File: src/rtl/seven_segment_scanner.sv
// rtl/seven_segment_scanner.sv - multiplexed hex seven-segment scanner with frame-synchronous update
module seven_segment_scanner #(
    parameter int NUM_DIGITS     = 4,
    parameter int REFRESH_LOG2   = 14,
    parameter int BRIGHT_BITS    = 3,
    parameter int SEG_ACTIVE_LOW = 1,
    parameter int DIG_ACTIVE_LOW = 0
) (
    input  logic                      clk,
    input  logic                      rstN,
    input  logic [4*NUM_DIGITS-1:0]   value,
    input  logic                      load,
    input  logic                      blankLeadingZeros,
    input  logic [BRIGHT_BITS-1:0]    brightness,
    output logic [6:0]                segments,
    output logic [NUM_DIGITS-1:0]     digitEnable,
    output logic                      frameDone
);

    localparam int IDX_W = (NUM_DIGITS > 1) ? $clog2(NUM_DIGITS) : 1;
    localparam logic [IDX_W-1:0] LAST_IDX = IDX_W'(NUM_DIGITS - 1);
    localparam logic SEG_INV = (SEG_ACTIVE_LOW != 0);
    localparam logic DIG_INV = (DIG_ACTIVE_LOW != 0);

    logic [REFRESH_LOG2-1:0]   prescaler;
    logic [IDX_W-1:0]          digit_index;
    logic [4*NUM_DIGITS-1:0]   staging;
    logic [4*NUM_DIGITS-1:0]   shadow;
    logic                      pending;

    logic                      terminal;
    logic                      boundary;
    logic [BRIGHT_BITS-1:0]    duty;
    logic [3:0]                cur_nibble;
    logic                      upper_zero;
    logic                      blank_cur;
    logic [NUM_DIGITS-1:0]     onehot;
    logic [6:0]                seg_next;
    logic                      show;

    function automatic logic [6:0] hex_font(input logic [3:0] nib);
        case (nib)
            4'h0: hex_font = 7'h3F;
            4'h1: hex_font = 7'h06;
            4'h2: hex_font = 7'h5B;
            4'h3: hex_font = 7'h4F;
            4'h4: hex_font = 7'h66;
            4'h5: hex_font = 7'h6D;
            4'h6: hex_font = 7'h7D;
            4'h7: hex_font = 7'h07;
            4'h8: hex_font = 7'h7F;
            4'h9: hex_font = 7'h6F;
            4'hA: hex_font = 7'h77;
            4'hB: hex_font = 7'h7C;
            4'hC: hex_font = 7'h39;
            4'hD: hex_font = 7'h5E;
            4'hE: hex_font = 7'h79;
            default: hex_font = 7'h71;
        endcase
    endfunction

    assign terminal = &prescaler;
    assign boundary = terminal && (digit_index == LAST_IDX);
    assign duty     = prescaler[REFRESH_LOG2-1 -: BRIGHT_BITS];

    // upper_zero: the current digit and every more significant digit are zero
    always_comb begin
        cur_nibble = 4'h0;
        upper_zero = 1'b1;
        onehot     = '0;
        for (int i = 0; i < NUM_DIGITS; i++) begin
            if (digit_index == IDX_W'(i)) begin
                cur_nibble = shadow[4*i +: 4];
                onehot[i]  = 1'b1;
            end
            if ((i >= int'(digit_index)) && (shadow[4*i +: 4] != 4'h0)) begin
                upper_zero = 1'b0;
            end
        end
    end

    assign blank_cur = blankLeadingZeros && (digit_index != '0) && upper_zero;
    assign seg_next  = blank_cur ? 7'h00 : hex_font(cur_nibble);
    // prescaler==0 is the dead cycle where the segment bus is allowed to change
    assign show      = (prescaler != '0) && (duty <= brightness);

    always_ff @(posedge clk or negedge rstN) begin
        if (!rstN) begin
            prescaler   <= '0;
            digit_index <= '0;
            staging     <= '0;
            shadow      <= '0;
            pending     <= 1'b0;
        end else begin
            prescaler <= prescaler + 1'b1;
            if (terminal) begin
                digit_index <= (digit_index == LAST_IDX) ? '0 : digit_index + 1'b1;
            end
            if (load) begin
                staging <= value;
            end
            if (boundary) begin
                shadow  <= load ? value : (pending ? staging : shadow);
                pending <= 1'b0;
            end else if (load) begin
                pending <= 1'b1;
            end
        end
    end

    always_ff @(posedge clk or negedge rstN) begin
        if (!rstN) begin
            segments    <= {7{SEG_INV}};
            digitEnable <= {NUM_DIGITS{DIG_INV}};
            frameDone   <= 1'b0;
        end else begin
            segments    <= seg_next ^ {7{SEG_INV}};
            digitEnable <= (show ? onehot : '0) ^ {NUM_DIGITS{DIG_INV}};
            frameDone   <= boundary;
        end
    end

endmodule

File: config.mk
export PLATFORM = sky130hd
export DESIGN_NAME = seven_segment_scanner
export DESIGN_NICKNAME = d
export VERILOG_FILES = /design/src/rtl/seven_segment_scanner.sv
export SDC_FILE = /design/constraint.sdc
export NUM_CORES = 1
export LEC_CHECK = 0
export CAP_MARGIN = 10
export CORE_MARGIN = 2
export CORE_UTILIZATION = 60
export CTS_CLUSTER_DIAMETER = 40
export DETAILED_ROUTE_END_ITERATION = 10
export HOLD_SLACK_MARGIN = 0.12
export PLACE_DENSITY = 0.95
export SETUP_SLACK_MARGIN = 0.15
export SYNTH_ARGS = -nofsm -noshare
export SYNTH_HDL_FRONTEND = slang
export SYNTH_SLANG_ARGS = --single-unit
File: constraint.sdc
create_clock -name clk -period 6 [get_ports clk]
set_input_delay 1.5 -clock clk [delete_from_list [all_inputs] [get_ports clk]]
set_output_delay 1.5 -clock clk [all_outputs]
set_load 0.1 [all_outputs]
# ---- Word-level counts from Yosys, hierarchy flattened
# Memory sizes are Yosys's and may differ from the RTL's.
# Index checks and enable logic that the tools add are counted.
dict set report classes {
  n_bitwise 1
  n_addsub 2
  mux 19
  reduce_logical 18
  n_eq_ne 3
  order_cmp 4
}
# op count
set ops {}
lappend ops {{two-way mux 16 bit} 2}
lappend ops {{two-way mux 4 bit} 5}
lappend ops {{nonzero test 4 bit} 4}
lappend ops {{adder 14 x 1 -> 14 bit (second input constant)} 1}
lappend ops {{AND reduction 14 bit} 1}
lappend ops {{nonzero test 14 bit} 1}
lappend ops {{two-way mux 1 bit} 10}
lappend ops {{logical AND 1 bit} 7}
lappend ops {{two-way mux 7 bit} 1}
lappend ops {{NOT 7 bit} 1}
lappend ops {{nonzero test 2 bit} 3}
lappend ops {{equality test 2 bit (second input constant)} 2}
lappend ops {{>= comparator 1 x 2 -> 1 bit (first input constant)} 2}
lappend ops {{less-or-equal comparator 3 bit} 1}
lappend ops {{adder 2 x 1 -> 2 bit (second input constant)} 1}
lappend ops {{equality test 2 x 1 -> 1 bit (second input constant)} 1}
lappend ops {{>= comparator 2 bit (first input constant)} 1}
lappend ops {{logical NOT 2 bit} 1}
lappend ops {{two-way mux 2 bit} 1}
lappend ops {{AND reduction 2 bit} 1}
dict set report totals {
  wordCells 56
  romBits 112
  memories 1
  reg_bits 61
  input_bits 23
}
# memory depth word_bits read_ports rd_clocked_by_memory_dff wr line_no
set mem_list {}
lappend mem_list {{(no name shown)} 16 7 1 0 0 42} ;# case (nib)

# ---- Depth between registers and ports, before layout
dict set report logic_depth {
  depth_word 9
  ltp_mapped 11
  depth_no_buf 10
}

# ---- Worst setup path before layout
# Ideal clock, no wire load.
dict set report synth_timing {
  kind {input-to-reg}
  startpoint {input load}
  endpoint {register shadow[10]}
  stages 4
  n_path_buf 2
  t_arrival_ns 2.623
  setup_ns 0.125
  slack_ns 3.251
  required_ns 5.875
  path_cell_list {clkbuf_1 buf_2 mux2_2 mux2_4}
}
dict set report synth_between {
  elab_chain_len 2
  word_cells_on_any_way 3
  classes_between {mux (1); reduce/logical (2)}
}
# item line_no
set synth_rtl {}
lappend synth_rtl {{start, declared} 12} ;# input logic load,
lappend synth_rtl {{nonzero test 2 bit (no source line)} n/a}
lappend synth_rtl {{AND reduction 2 bit (no source line)} n/a}
lappend synth_rtl {{end signal, assigned} 103} ;# shadow <= load ? value : (pending ? staging : shadow);
lappend synth_rtl {{end, declared} 28} ;# logic [4*NUM_DIGITS-1:0] shadow;
# Parallel ways exist; a longest one is shown, timed or not.
# A chain may end at the register's enable or synchronous reset.

# ---- Worst setup path in the final report
dict set report layout_timing {
  startpoint {register segments[0]}
  endpoint {output segments[0]}
}
# item line_no
set layout_lines {}
lappend layout_lines {{start, declared} 15} ;# output logic [6:0] segments,
lappend layout_lines {{start signal, assigned} 113} ;# segments <= {7{SEG_INV}};
lappend layout_lines {{start signal, assigned} 117} ;# segments <= seg_next ^ {7{SEG_INV}};
# No word-level cell between the ends.

==> flow_summary.yaml <==
status:
  status: "finished clean"
yosys:
  ys_warn_count: 0
  synthAdderAreaFrac_pct: 6.81
  synthMuxAreaShare_pct: 16.0
  synth_area_per_cell_um2: 12.5
  synth-seq-area-share_pct: 52.2
  synthXorXnorAreaFrac_pct: 3.57
  synth-simple-area-share_pct: 13.0
  synth_compound_area_share_pct: 5.44
  synth_top_cell_by_area: "dfrtp_1"
  synth-edff-count: 0
  synthTopCellsByArea: "dfrtp_1 46%, mux2_2 9.2%, ha_1 6.8%, dfstp_2 6.3%, mux2_4 5.1%"
  syn_inst: 235
  synthFlopType: "dfrtp_1"
  syn-cell-area_um2: 2940
  syn-num-nets: 274
  synth_top_area_share_pct: 45.9
  synthDistinctLibCells: 44
  synth_top_family_by_area: "multiplexers"
  postSynthRegisterBits: 61
  async_flop_share_pct: 100
cts:
  cts_resized: 0
  cts_max_level: 3
  worstSkewPairLatency_ns: 0.34
  clock_sinks: 61
  clockBufferDepth: 2
  post_cts_buffers: 0
  cts_tree: "built"
  clock-root-buffer: "clkbuf_8"
  cts_made_buffers: 9
  hold_buffers: 0
  clk_pin_slew_ns: 0.07
global_routing:
  antenna_found_initial: 0
  grtUsageMet2_pct: 35.6
  gr-usage-met1_pct: 31.6
  gr-total-overflow: 0
  busiest_layer: "met2"
  grt_max_degree: 62
  met3_usage_pct: 5.69
  grt_pass1_wl_mm: 9.59
  grt_pass1_vias: 2007
  grtUsageTotal_pct: 24.0
sta:
  tightest_slew_ns: 0.974
  min_period_over_period_pct: 58.1
  tns_ns: 0
  fmax_ghz: 0.287
  final_hold_viol_count: 0
  setup_viol: 0
  rsz0062_at_grt: "false"
  finClkSkew_ns: 0.00773
  slew_headroom_pct: 34.8
  drv_slew: 0
  fin_crit_ns: 3.48
final_layout:
  multiInputGateArea_um2: 1320
  regArea_um2: 1540
  diodes: 0
  layout.nets: 314
  drive_gt1_share_pct: 23.2
  final.fill_count: 310
  area_delta_synth_final_pct: 21.7
placement:
  hpwl_mm: 3.95
  io_buffers: 34
  gp_congestion: 0.802
die:
  start_util_pct: 62.3
  rows: 25
  dieHeight_um: 74.0
  die_w_um: 74.0
  io-pin-count: 35
  die_area_um2: 5480
  core_um2: 4720
power:
  power.leakage_nw: 1.64
  switching_share_pct: 20.0
  p_clk_share_pct: 48.0
  p_comb_share_pct: 5.0
  ir_drop_mv: 0.152
  p_per_area_nw_per_um2: 253
  power.share.sequential_pct: 47.0
  power.internal_w: 0.000725
  totalPowerFinal_w: 0.000906
  power.switching_w: 0.000181
critical_path:
  required_ns: 4.50
  startpoint_type: "flip-flop"
  reg2reg_from: "digit_index[0]"
  critPathCaptureType: "output port"
  timing.setup.critical_path_class: "reg -> out"
  critPathArrivalTime_ns: 1.98
  crit_path_max_fanout: 1
  crit_path_cell_trace: "clkdlybuf4s50_1"
  crit_buf_inv: 1
  ff2ff_path_depth: 8
  cpPeakStageDelay_ns: 1.12
  reg2reg_to: "segments[3]"
  cp_top_family: "buffers and inverters"
  rrSetupSlack_ns: 3.37
  cpMaxStageDelayCell: "clkdlybuf4s50_1"
  timing.critical_path.depth: 1
min_path:
  hp-class: "reg -> reg"
  hp-start: "prescaler[4]"
  hold_depth: 1
  holdPathEnd: "prescaler[4]"
drt:
  ant_nets: 0
  via_count: 1954
  wl_mm: 5.73
  viasPerCell: 5.63
  drtIter0Drc: 169
  drcViolationCount: 0
  dr.pass1.iters: 4
  drt-wirelength-per-cell_um: 16.5
job:
  cap_violations: 0
[placed cells by master, fill, tap and decap left out, types with 2 or more instances in the layout]
master / instances
a21oi_1: 3
a31oi_1: 2
and2_1: 4
and3_1: 6
buf_4: 2
bufinv_16: 2
clkbuf_8: 13
clkdlybuf4s50_1: 33
dfrtp_1: 54
dfstp_2: 7
ha_1: 16
inv_1: 13
mux2_2: 24
mux2_4: 10
mux2i_1: 5
nand2_1: 13
nand2b_1: 2
nand3_1: 8
nand3b_1: 3
nor2_1: 10
nor2b_1: 3
nor3b_1: 2
nor4_1: 4
o211ai_1: 3
o21ai_0: 4
o221ai_1: 2
or3_1: 2
or4_1: 2
xnor2_1: 8
xor2_1: 4
[how the worst max path moves through the flow]
stage                            from          end  slack [ns]
after floorplan                  load   shadow[10]        3.25
after global routing      segments[0]  segments[0]        2.47
after global placement           load   shadow[13]        2.45
after detailed placement         load    shadow[8]        2.36
after CTS                 segments[0]  segments[0]        2.50
final                     segments[0]  segments[0]        2.52
[per-stage QoR]
step	util (%)	setup WS, ns	cell area [um2]	hold slack [ns]	std cells
after global placement	70.6	2.45	3340	0.471	331
final	75.8	2.52	3580	0.495	347
after CTS	75.8	2.50	3580	0.493	347
after floorplan	-	3.25	2940	0.447	235
after global routing	75.8	2.47	3580	0.515	347
after detailed placement	70.6	2.36	3340	0.483	331
[routing by layer]
| metal | vias up | share of wire [%] |
|---|---|---|
| li1 | 905 | - |
| met1 | 969 | 45 |
| met2 | 61 | 48 |
| met3 | 19 | 4.2 |
| met4 | 0 | 3.2 |
| met5 | - | 0 |
[cells in the mapped netlist (2+ instances only)]
cell type  number
dfrtp_1        54
mux2_2         24
ha_1           16
inv_1          13
nand2_1        13
mux2_4         10
nor2_1         10
nand3_1         8
xnor2_1         8
dfstp_2         7
and3_1          6
mux2i_1         5
and2_1          4
nor4_1          4
o21ai_0         4
xor2_1          4
a21oi_1         3
clkbuf_1        3
nand3b_1        3
nor2b_1         3
o211ai_1        3
a31oi_1         2
buf_2           2
nand2b_1        2
nor3b_1         2
o221ai_1        2
or3_1           2
or4_1           2
[power groups by stage]
stage | clock network (W) | registers (W) | logic (W)
3_5_place_dp | 0 | 0.000433 | 0.0000454
2_1_floorplan | 0 | 0.000434 | 0.0000174
6_report | 0.000435 | 0.000425 | 0.0000453
5_1_grt | 0.000461 | 0.000426 | 0.0000497
3_3_place_gp | 0 | 0.000432 | 0.0000440
4_1_cts | 0.000440 | 0.000426 | 0.0000461
[final cells by class]
class / instances / area share (%)
clock buffers: 13 / 5.00
clock inverters: 3 / 1.82
inverters: 13 / 1.36
multi-input cells: 154 / 36.8
flip-flops and latches: 61 / 42.9
well taps: 67 / 2.34
repair buffers: 36 / 9.79
[sequential cells by signal, indices dropped and copies added (netlist names)]
signal / count
frameDone: 1
prescaler: 14
staging: 16
digitEnable: 4
digit_index: 2
segments: 7
pending: 1
shadow: 16
[cell families (layout without fill, tap and decap cells)]
logic type / count (synthesis) / in the layout
flip-flops: 61 / 61
XOR/XNOR: 12 / 12
AO/OA/AOI/OAI: 21 / 21
adder cells (fa/ha/maj): 16 / 16
buffers and inverters: 20 / 65
AND/OR/NAND/NOR: 66 / 66
multiplexers: 39 / 39
Note: power is estimated with default switching activity, not from simulation.
